### config.mk
export PLATFORM = sky130hd
export DESIGN_NAME = pipe_control
export DESIGN_NICKNAME = d
export VERILOG_FILES = /design/src/rtl/pipe_control.sv
export SDC_FILE = /design/constraint.sdc
export NUM_CORES = 1
export LEC_CHECK = 0
export BUFFER_PORTS_ARGS = -buffer_cell sky130_fd_sc_hd__buf_2
export CORE_ASPECT_RATIO = 1.4
export CORE_UTILIZATION = 55
export CTS_BUF_LIST = sky130_fd_sc_hd__clkbuf_8
export CTS_CLUSTER_SIZE = 24
export DETAILED_ROUTE_END_ITERATION = 7
export PLACE_DENSITY_LB_ADDON = 0.2
export SETUP_SLACK_MARGIN = 0.05
export SLEW_MARGIN = 20
export SYNTH_ARGS = -nofsm -noshare
export SYNTH_HDL_FRONTEND = slang
export SYNTH_SLANG_ARGS = --single-unit
### constraint.sdc
create_clock -name clk -period 2.3 [get_ports clk]
set_clock_uncertainty 0.1 [all_clocks]
set_input_delay 0.115 -clock clk [delete_from_list [all_inputs] [get_ports clk]]
set_output_delay 0.115 -clock clk [all_outputs]
set_load 0.03 [all_outputs]
### src/rtl/pipe_control.sv
// pipe_control: control path of the pipelined 4-bit-opcode ARM-lite core.
//
// Decodes the instruction in ID and carries its control bundle through
// the ID/EX, EX/MEM and MEM/WB registers. Detects load-use hazards, holds
// the front end while a multi-cycle MUL occupies EX, kills the ID
// instruction on a taken branch (ext_flush) and pulses illegal for
// undefined opcodes. No forwarding is done here.
//
// Ports
//   clk, reset              clock, asynchronous active-high reset
//   id_valid, opcode        ID instruction qualifier and opcode
//   id_rd, id_rn, id_rm     ID register fields
//   ext_flush               branch taken in EX, kill the ID instruction
//   id_Reg2Loc              combinational second-source select (0: Rd/Rt)
//   stall_id                combinational hold for PC and IF/ID
//   ex_valid, ex_ALUSrc, ex_ALUOp, ex_rd            EX stage bundle
//   mem_valid, mem_MemWrite, mem_MemRead            MEM stage bundle
//   wb_RegWrite, wb_MemToReg, wb_rd                 WB stage bundle
//   illegal                 one-cycle pulse for an accepted illegal opcode
//
// Handshake: id_valid qualifies the ID fields. The ID instruction is
// consumed on a rising edge where stall_id=0; while stall_id=1 the same
// instruction must be presented again. ext_flush discards it instead.
// Every registered control bit is stored already ANDed with its stage's
// valid, so a bubble shows all-zero controls and rd.
module pipe_control #(
  parameter int REGW    = 5,
  parameter int MUL_LAT = 3
) (
  input  logic            clk,
  input  logic            reset,
  input  logic            id_valid,
  input  logic [3:0]      opcode,
  input  logic [REGW-1:0] id_rd,
  input  logic [REGW-1:0] id_rn,
  input  logic [REGW-1:0] id_rm,
  input  logic            ext_flush,
  output logic            id_Reg2Loc,
  output logic            stall_id,
  output logic            ex_valid,
  output logic [1:0]      ex_ALUSrc,
  output logic [2:0]      ex_ALUOp,
  output logic [REGW-1:0] ex_rd,
  output logic            mem_valid,
  output logic            mem_MemWrite,
  output logic            mem_MemRead,
  output logic            wb_RegWrite,
  output logic [1:0]      wb_MemToReg,
  output logic [REGW-1:0] wb_rd,
  output logic            illegal
);

  localparam logic [3:0] OP_ADDI = 4'd1;
  localparam logic [3:0] OP_ADDS = 4'd2;
  localparam logic [3:0] OP_BLT  = 4'd3;
  localparam logic [3:0] OP_B    = 4'd4;
  localparam logic [3:0] OP_CBZ  = 4'd5;
  localparam logic [3:0] OP_LDUR = 4'd6;
  localparam logic [3:0] OP_LSL  = 4'd7;
  localparam logic [3:0] OP_LSR  = 4'd8;
  localparam logic [3:0] OP_MUL  = 4'd9;
  localparam logic [3:0] OP_STUR = 4'd10;
  localparam logic [3:0] OP_SUBS = 4'd11;

  localparam logic [REGW-1:0] XZR      = '1;
  localparam logic [3:0]      MUL_LOAD = 4'(MUL_LAT - 1);

  // ID decode
  logic            d_legal;
  logic            d_rn_used;
  logic            d_src2_used;
  logic [1:0]      d_alusrc;
  logic [2:0]      d_aluop;
  logic            d_memwrite;
  logic            d_memread;
  logic            d_regwrite;
  logic [1:0]      d_memtoreg;
  logic            d_is_mul;
  logic [REGW-1:0] id_src2;

  // Stage state not visible on the ports
  logic            ex_memwrite;
  logic            ex_memread;
  logic            ex_regwrite;
  logic [1:0]      ex_memtoreg;
  logic            mem_regwrite;
  logic [1:0]      mem_memtoreg;
  logic [REGW-1:0] mem_rd;
  logic [3:0]      mul_cnt;

  logic mul_busy;
  logic load_use;
  logic id_take;
  logic ex_load;

  always_comb begin
    d_legal     = 1'b1;
    d_rn_used   = 1'b0;
    d_src2_used = 1'b0;
    d_alusrc    = 2'b00;
    d_aluop     = 3'd2;
    d_memwrite  = 1'b0;
    d_memread   = 1'b0;
    d_regwrite  = 1'b0;
    d_memtoreg  = 2'd0;
    d_is_mul    = 1'b0;
    id_Reg2Loc  = 1'b1;
    case (opcode)
      OP_ADDI: begin
        d_rn_used  = 1'b1;
        d_alusrc   = 2'b10;
        d_regwrite = 1'b1;
      end
      OP_ADDS: begin
        d_rn_used   = 1'b1;
        d_src2_used = 1'b1;
        d_regwrite  = 1'b1;
      end
      OP_BLT, OP_B: begin
      end
      OP_CBZ: begin
        d_src2_used = 1'b1;
        d_aluop     = 3'd0;
        id_Reg2Loc  = 1'b0;
      end
      OP_LDUR: begin
        d_rn_used  = 1'b1;
        d_alusrc   = 2'b01;
        d_memread  = 1'b1;
        d_regwrite = 1'b1;
        d_memtoreg = 2'd1;
      end
      OP_LSL, OP_LSR: begin
        d_rn_used  = 1'b1;
        d_regwrite = 1'b1;
        d_memtoreg = 2'd3;
      end
      OP_MUL: begin
        d_rn_used   = 1'b1;
        d_src2_used = 1'b1;
        d_regwrite  = 1'b1;
        d_memtoreg  = 2'd2;
        d_is_mul    = 1'b1;
      end
      OP_STUR: begin
        d_rn_used   = 1'b1;
        d_src2_used = 1'b1;
        d_alusrc    = 2'b01;
        d_memwrite  = 1'b1;
        id_Reg2Loc  = 1'b0;
      end
      OP_SUBS: begin
        d_rn_used   = 1'b1;
        d_src2_used = 1'b1;
        d_aluop     = 3'd3;
        d_regwrite  = 1'b1;
      end
      default: begin
        d_legal = 1'b0;
        d_aluop = 3'd0;
      end
    endcase
  end

  // STUR/CBZ read their second operand through the Rd/Rt field.
  assign id_src2 = id_Reg2Loc ? id_rm : id_rd;

  // ex_memread marks an LDUR in EX; its result is not ready for the
  // instruction right behind it. XZR is never a real dependency.
  assign load_use = ex_valid && ex_memread && (ex_rd != XZR) && id_valid &&
                    ((d_rn_used && (id_rn == ex_rd)) ||
                     (d_src2_used && (id_src2 == ex_rd)));

  assign mul_busy = (mul_cnt != 4'd0);

  // A busy MUL overrides a flush; a flush drops the ID instruction so it
  // cannot also stall.
  assign stall_id = mul_busy || (load_use && !ext_flush);

  assign id_take = id_valid && !ext_flush && !load_use;
  assign ex_load = id_take && d_legal;

  always_ff @(posedge clk or posedge reset) begin
    if (reset) begin
      ex_valid     <= 1'b0;
      ex_ALUSrc    <= 2'b00;
      ex_ALUOp     <= 3'd0;
      ex_rd        <= '0;
      ex_memwrite  <= 1'b0;
      ex_memread   <= 1'b0;
      ex_regwrite  <= 1'b0;
      ex_memtoreg  <= 2'd0;
      mem_valid    <= 1'b0;
      mem_MemWrite <= 1'b0;
      mem_MemRead  <= 1'b0;
      mem_regwrite <= 1'b0;
      mem_memtoreg <= 2'd0;
      mem_rd       <= '0;
      wb_RegWrite  <= 1'b0;
      wb_MemToReg  <= 2'd0;
      wb_rd        <= '0;
      illegal      <= 1'b0;
      mul_cnt      <= 4'd0;
    end else begin
      // MEM/WB always follows MEM.
      wb_RegWrite <= mem_regwrite;
      wb_MemToReg <= mem_memtoreg;
      wb_rd       <= mem_rd;

      if (mul_busy) begin
        // EX holds the MUL; MEM receives bubbles until the count drains.
        mem_valid    <= 1'b0;
        mem_MemWrite <= 1'b0;
        mem_MemRead  <= 1'b0;
        mem_regwrite <= 1'b0;
        mem_memtoreg <= 2'd0;
        mem_rd       <= '0;
        mul_cnt      <= mul_cnt - 4'd1;
        illegal      <= 1'b0;
      end else begin
        mem_valid    <= ex_valid;
        mem_MemWrite <= ex_memwrite;
        mem_MemRead  <= ex_memread;
        mem_regwrite <= ex_regwrite;
        mem_memtoreg <= ex_memtoreg;
        mem_rd       <= ex_rd;

        if (ex_load) begin
          ex_valid    <= 1'b1;
          ex_ALUSrc   <= d_alusrc;
          ex_ALUOp    <= d_aluop;
          ex_rd       <= id_rd;
          ex_memwrite <= d_memwrite;
          ex_memread  <= d_memread;
          ex_regwrite <= d_regwrite;
          ex_memtoreg <= d_memtoreg;
        end else begin
          ex_valid    <= 1'b0;
          ex_ALUSrc   <= 2'b00;
          ex_ALUOp    <= 3'd0;
          ex_rd       <= '0;
          ex_memwrite <= 1'b0;
          ex_memread  <= 1'b0;
          ex_regwrite <= 1'b0;
          ex_memtoreg <= 2'd0;
        end

        // MUL_LAT=1 loads zero and the MUL flows like any other op.
        mul_cnt <= (ex_load && d_is_mul) ? MUL_LOAD : 4'd0;
        illegal <= id_take && !d_legal;
      end
    end
  end

endmodule

Word-level counts from Yosys, hierarchy flattened
Cells that the tools add are included.
- register bits: 40
- bits in latches: 0
- bits in writable memories: 0
- memory bits (read-only): 0
- input bits: 23
- output and inout port bits: 25
- logic and storage cells: 89
- memories kept: 0
- add/sub/neg operators: 1
- multipliers: 0
- divide/modulo/power cells: 0
- order comparisons: 0
- equal/unequal tests: 14
- shift-type cells: 0
- muxes and demuxes: 29
- bitwise gates (word level): 0
- reduce and logical (&&, ||, !) cells: 26
- operator list (cell ; number):
    1-bit 2-to-1 mux ; 17
    4-bit by 3-bit == test with 1-bit output, second input constant ; 4
    4-bit == test, second input constant ; 4
    5-bit 2-to-1 mux ; 3
    1-bit logical AND ; 12
    11-bit OR reduction ; 1
    5-bit == test ; 2
    9-bit OR reduction ; 1
    4-bit by 2-bit == test with 1-bit output, second input constant ; 2
    2-bit 2-to-1 mux ; 4
    2-bit one-hot mux with 2 select lines ; 2
    8-bit OR reduction ; 1
    7-bit OR reduction ; 1
    2-bit one-hot mux with 3 select lines ; 1
    2-bit OR reduction ; 3
    5-bit != test, second input constant ; 1
    5-bit OR reduction ; 1
    4-bit by 1-bit == test with 1-bit output, second input constant ; 1
    4-bit 2-to-1 mux ; 1
    4-bit nonzero test ; 1
    4-bit by 1-bit subtractor with 4-bit output, second input constant ; 1
    1-bit logical NOT ; 3
    3-bit 2-to-1 mux ; 1
    1-bit logical OR ; 2

Logic depth before layout (Yosys ltp)
- depth after elaboration: 13
- gate-level depth with buffers: 10
- depth with buffers taken out: 7

Worst setup path before layout
No wires, ideal clock.
- kind: input -> output
- from: in opcode[3]
- to: out stall_id
- data arrival time: 2.140 ns
- data required time: 2.085 ns
- setup slack: -0.055 ns
- stages on the path: 7
- path buffers: 1
- path through: buf_2 -> or4b_1 -> a21oi_1 -> nor4_1 -> nor4b_2 -> a31oi_1 -> o31ai_1
- cells in the longest elaborated chain, start to end: 9
- elaborated cells between the ends (all ways): 22
- those cells by class: eq/ne: 10; mux: 3; reduce/logical: 9
- RTL lines (what ; RTL line ; RTL):
    start: declaration ; 33 ; input logic [3:0] opcode,
    4-bit == test or 4-bit by 3-bit == test with 1-bit output (tied branches) ; 108 ; case (opcode)
    2-bit OR reduction (no source line) ; -- ;
    5-bit 2-to-1 mux ; 166 ; assign id_src2 = id_Reg2Loc ? id_rm : id_rd;
    5-bit == test ; 172 ; (d_src2_used && (id_src2 == ex_rd)));
    1-bit logical AND ; 172 ;
    1-bit logical OR (*) ; 171 ; ((d_rn_used && (id_rn == ex_rd)) ||
    1-bit logical AND (*) ; 170 ; assign load_use = ex_valid && ex_memread && (ex_rd != XZR) && id_valid &&
    1-bit logical AND (*) ; 178 ; assign stall_id = mul_busy || (load_use && !ext_flush);
    1-bit logical OR (*) ; 178 ;
    end: declaration ; 39 ; output logic stall_id,
Mark *: on every way between the ends. The rest lies on a longest branch, timed or not.

Final worst setup path
- from: in opcode[0]
- to: out stall_id
Same word-level chain as after synthesis.

==> flow_summary.toml <==
[outcome]
outcome = "finished clean"

[clock_network]
clock_insertion_delay_worst_skew_ns = 0.29
cts-root-to-sink-buffers = 2
clock-root-buffer = "sky130_fd_sc_hd__clkbuf_8"
num_clock_sinks = 39
clock_tree_from_tritoncts = "built"
numCtsBuffers = 5
cts.clk_slew.worst_paths_ns = 0.07
h-tree-depth = 2

[global_routing]
gr-usage-all-layers_pct = 28.0
grt_max_degree = 40
grt_pass1_vias = 1787
antenna_violations_before_repair = 0
grt_first_pass_wirelength_mm = 7.77
grt_overflow = 0

[routing]
wire_per_inst_um = 17.2
via_density_per_instance = 6.10
topRoutingLayerUsed = "met4"
dr_total_vias = 1805
antenna_left = 0
detailedRoute.firstPassIterationCount = 4
met1Wirelength_mm = 1.85
met2_wirelength_mm = 2.78
met3_length_um = 293
wirelength_mm = 5.10
initialDrtViolationCount = 62
route.detailed.drc = 0

[critical_path]
critical_path_class = "input pin to primary output"
setup.worst_path.end_class = "primary output"
timing.critical_path.arrival_ns = 2.00
sort_of_element_at_the_start_of_the_critical_path = "input pin"
critical_path.max_fanout = 12
critical_path_required_ns = 2.09

[sta]
rsz_0062_raised_after_global_routing = "no"
timing.final.setup_violations = 0
slew_headroom_pct = 58.4
fin_hold_viols = 0
fin_crit_ns = 2.21
maxClockFrequency_mhz = 452
finalMaxSlewViolations = 0
worst_slew_pin_slew_ns = 0.624
fin_crit_sh_pct = 96.2

[die]
top_level_ports = 48
chipWidth_um = 52.6
fp.dieH_um = 72.8
core.rowCount = 25
core_um2 = 3410
die-area_um2 = 3830
floorplan.initialDensity_pct = 57.8

[yosys]
syn_avg_cell_area_um2 = 10.3
synth-xor-area-share_pct = 2.22
adder_cell_area_share_of_the_yosys_netlist_pct = 0.635
synth.yosys.seq_area_share_pct = 49.5
ys.flop_type = "sky130_fd_sc_hd__dfrtp_1"
number_of_storage_elements_in_the_synthesis_netlist = 39
synth_cells = 191
synth_enable_flop_cells = 0
synth.net_count = 215
largest_family_of_logic_cells_by_synthesized_area = "simple AND/OR/NAND/NOR gates"
yosys-mux-area-fraction_pct = 0.571
synth_compound_gate_area_share_pct = 19.0
synth_async_sr_flop_share_pct = 100
warnings_synthesis = 0
post_synth_and_or_nand_nor_area_fraction_pct = 23.1
post_synth_num_cell_types = 49
post_synthesis_cell_area_um2 = 1970

[final_layout]
nNetsFinal = 279
fin_area_um2 = 2570
layout.cells.most_common_list = "sky130_fd_sc_hd__buf_2, sky130_fd_sc_hd__dfrtp_1, sky130_fd_sc_hd__buf_4"
synthToLayoutAreaGrowth_pct = 30.3
drive_above_1_share_pct = 35.9
layout_commonest_cell = "sky130_fd_sc_hd__buf_2"
diodes = 0

[run]
maxCapViolations = 0

[place]
place_area_um2 = 2350
numPortBuffers = 46
hpwl_mm = 3.66
place.gp.congestion = 0.903

[power]
vdd_drop_max_mv = 0.713
power_density_nw_per_um2 = 941
total_leakage_power_uw = 0.00129
p_total_uw = 2420

[worst_hold_path]
hold_class = "input pin to flip-flop"
synth_stat cells (3+ instances only):
library cell	instances	share of area, %
sky130_fd_sc_hd__a21oi_1	7	1.8
sky130_fd_sc_hd__a22o_1	4	1.8
sky130_fd_sc_hd__a32o_1	8	4.1
sky130_fd_sc_hd__and3_1	12	3.8
sky130_fd_sc_hd__buf_2	6	1.5
sky130_fd_sc_hd__clkbuf_1	5	0.95
sky130_fd_sc_hd__dfrtp_1	39	49
sky130_fd_sc_hd__inv_1	6	1.1
sky130_fd_sc_hd__nand2_1	9	1.7
sky130_fd_sc_hd__nand2b_1	7	2.2
sky130_fd_sc_hd__nor2_1	13	2.5
sky130_fd_sc_hd__nor2b_1	3	0.95
sky130_fd_sc_hd__nor3_1	5	1.3
sky130_fd_sc_hd__nor3b_1	3	1.1
sky130_fd_sc_hd__nor4_1	4	1.3
sky130_fd_sc_hd__o2111ai_1	5	2.2
sky130_fd_sc_hd__o21ai_0	6	1.5
sky130_fd_sc_hd__o31ai_1	3	1.1
sky130_fd_sc_hd__xor2_1	3	1.3
state kept, by name (all words and copies together), names as in the netlist:
signal        cells
ex_valid          1
ex_regwrite       1
wb_RegWrite       1
ex_ALUOp          2
ex_memread        1
mem_regwrite      1
ex_memwrite       1
wb_rd             5
mem_memtoreg      2
ex_rd             5
mem_valid         1
ex_memtoreg       2
ex_ALUSrc         2
illegal           1
mem_rd            5
mem_MemWrite      1
wb_MemToReg       2
mem_MemRead       1
mul_cnt           4
critical path, stage by stage:
cell	delay (ns)
sky130_fd_sc_hd__buf_2	0.14
sky130_fd_sc_hd__buf_4	0.18
sky130_fd_sc_hd__nand3b_1	0.18
sky130_fd_sc_hd__o22a_1	0.17
sky130_fd_sc_hd__o221ai_1	0.19
sky130_fd_sc_hd__mux2_2	0.38
sky130_fd_sc_hd__a31oi_1	0.22
sky130_fd_sc_hd__buf_4	0.20
sky130_fd_sc_hd__o31ai_4	0.06
sky130_fd_sc_hd__buf_6	0.16
area by class of cell:
cell class	count	area, um^2
flip-flops and latches	39	977
clock inverters	1	3.75
inverters	7	30.0
repair buffers	70	425
clock buffers	7	96.3
fillers	249	841
well taps	40	50.0
multi-input cells	132	986
logic make-up after synthesis:
kind of cell    Yosys count
other cells               1
mux                       1
compound gates           49
simple gates             75
buf+inv                  20
flops                    39
fa+ha+maj                 1
xor+xnor                  5
per-stage QoR:
step | worst slack, ns | hold WS, ns | TNS (ns) | instances | util (%)
final | 0.0871 | 0.0131 | 0 | 296 | 75.3
after global routing | 0.0354 | 0.0163 | 0 | 296 | 75.3
after CTS | 0.0536 | 0.00643 | 0 | 295 | 72.5
after detailed placement | -0.108 | 0.146 | -0.829 | 286 | 69.1
after global placement | 0.0217 | 0.132 | 0 | 286 | 69.1
after floorplan | 0.0966 | 0.177 | 0 | 191 | -
timing repair:
action | in CTS | in global routing
hold buffers | 1 | 0
gates cloned | 0 | 0
setup endpoints to repair | 1 | 5
resized for setup | 2 | 19
hold endpoints to repair | 39 | 0
setup buffers | 0 | 1
pin swaps | 0 | 5
per-layer routing:
metal  up-vias  global-route usage [%]
met5         -                       0
met2        87                    50.1
met4         0                    13.2
li1        844                       -
met3        19                    5.21
met1       855                    30.8
power breakdown:
group          internal [uW]  switching, uW  total [uW]
Combinational            391            582         973
Clock                    269            225         494
Sequential               831            120         951
final timing paths:
check,startpoint,to,slack [ns],cells past startpoint
min in group asynchronous,reset,ex_memtoreg[0]$_DFFE_PP0N_,0.37,4
setup reg to reg,ex_rd[1]$_DFFE_PP0N_,ex_rd[3]$_DFFE_PP0N_,0.13,7
hold reg to reg,mem_rd[2]$_DFF_PP0_,wb_rd[2]$_DFF_PP0_,0.25,0
hold / removal,id_rd[1],ex_rd[1]$_DFFE_PP0N_,0.01,2
setup / recovery,opcode[0],stall_id,0.09,10
max in group asynchronous,reset,ex_rd[0]$_DFFE_PP0N_,1.39,4
(Power assumes the default switching activity.)
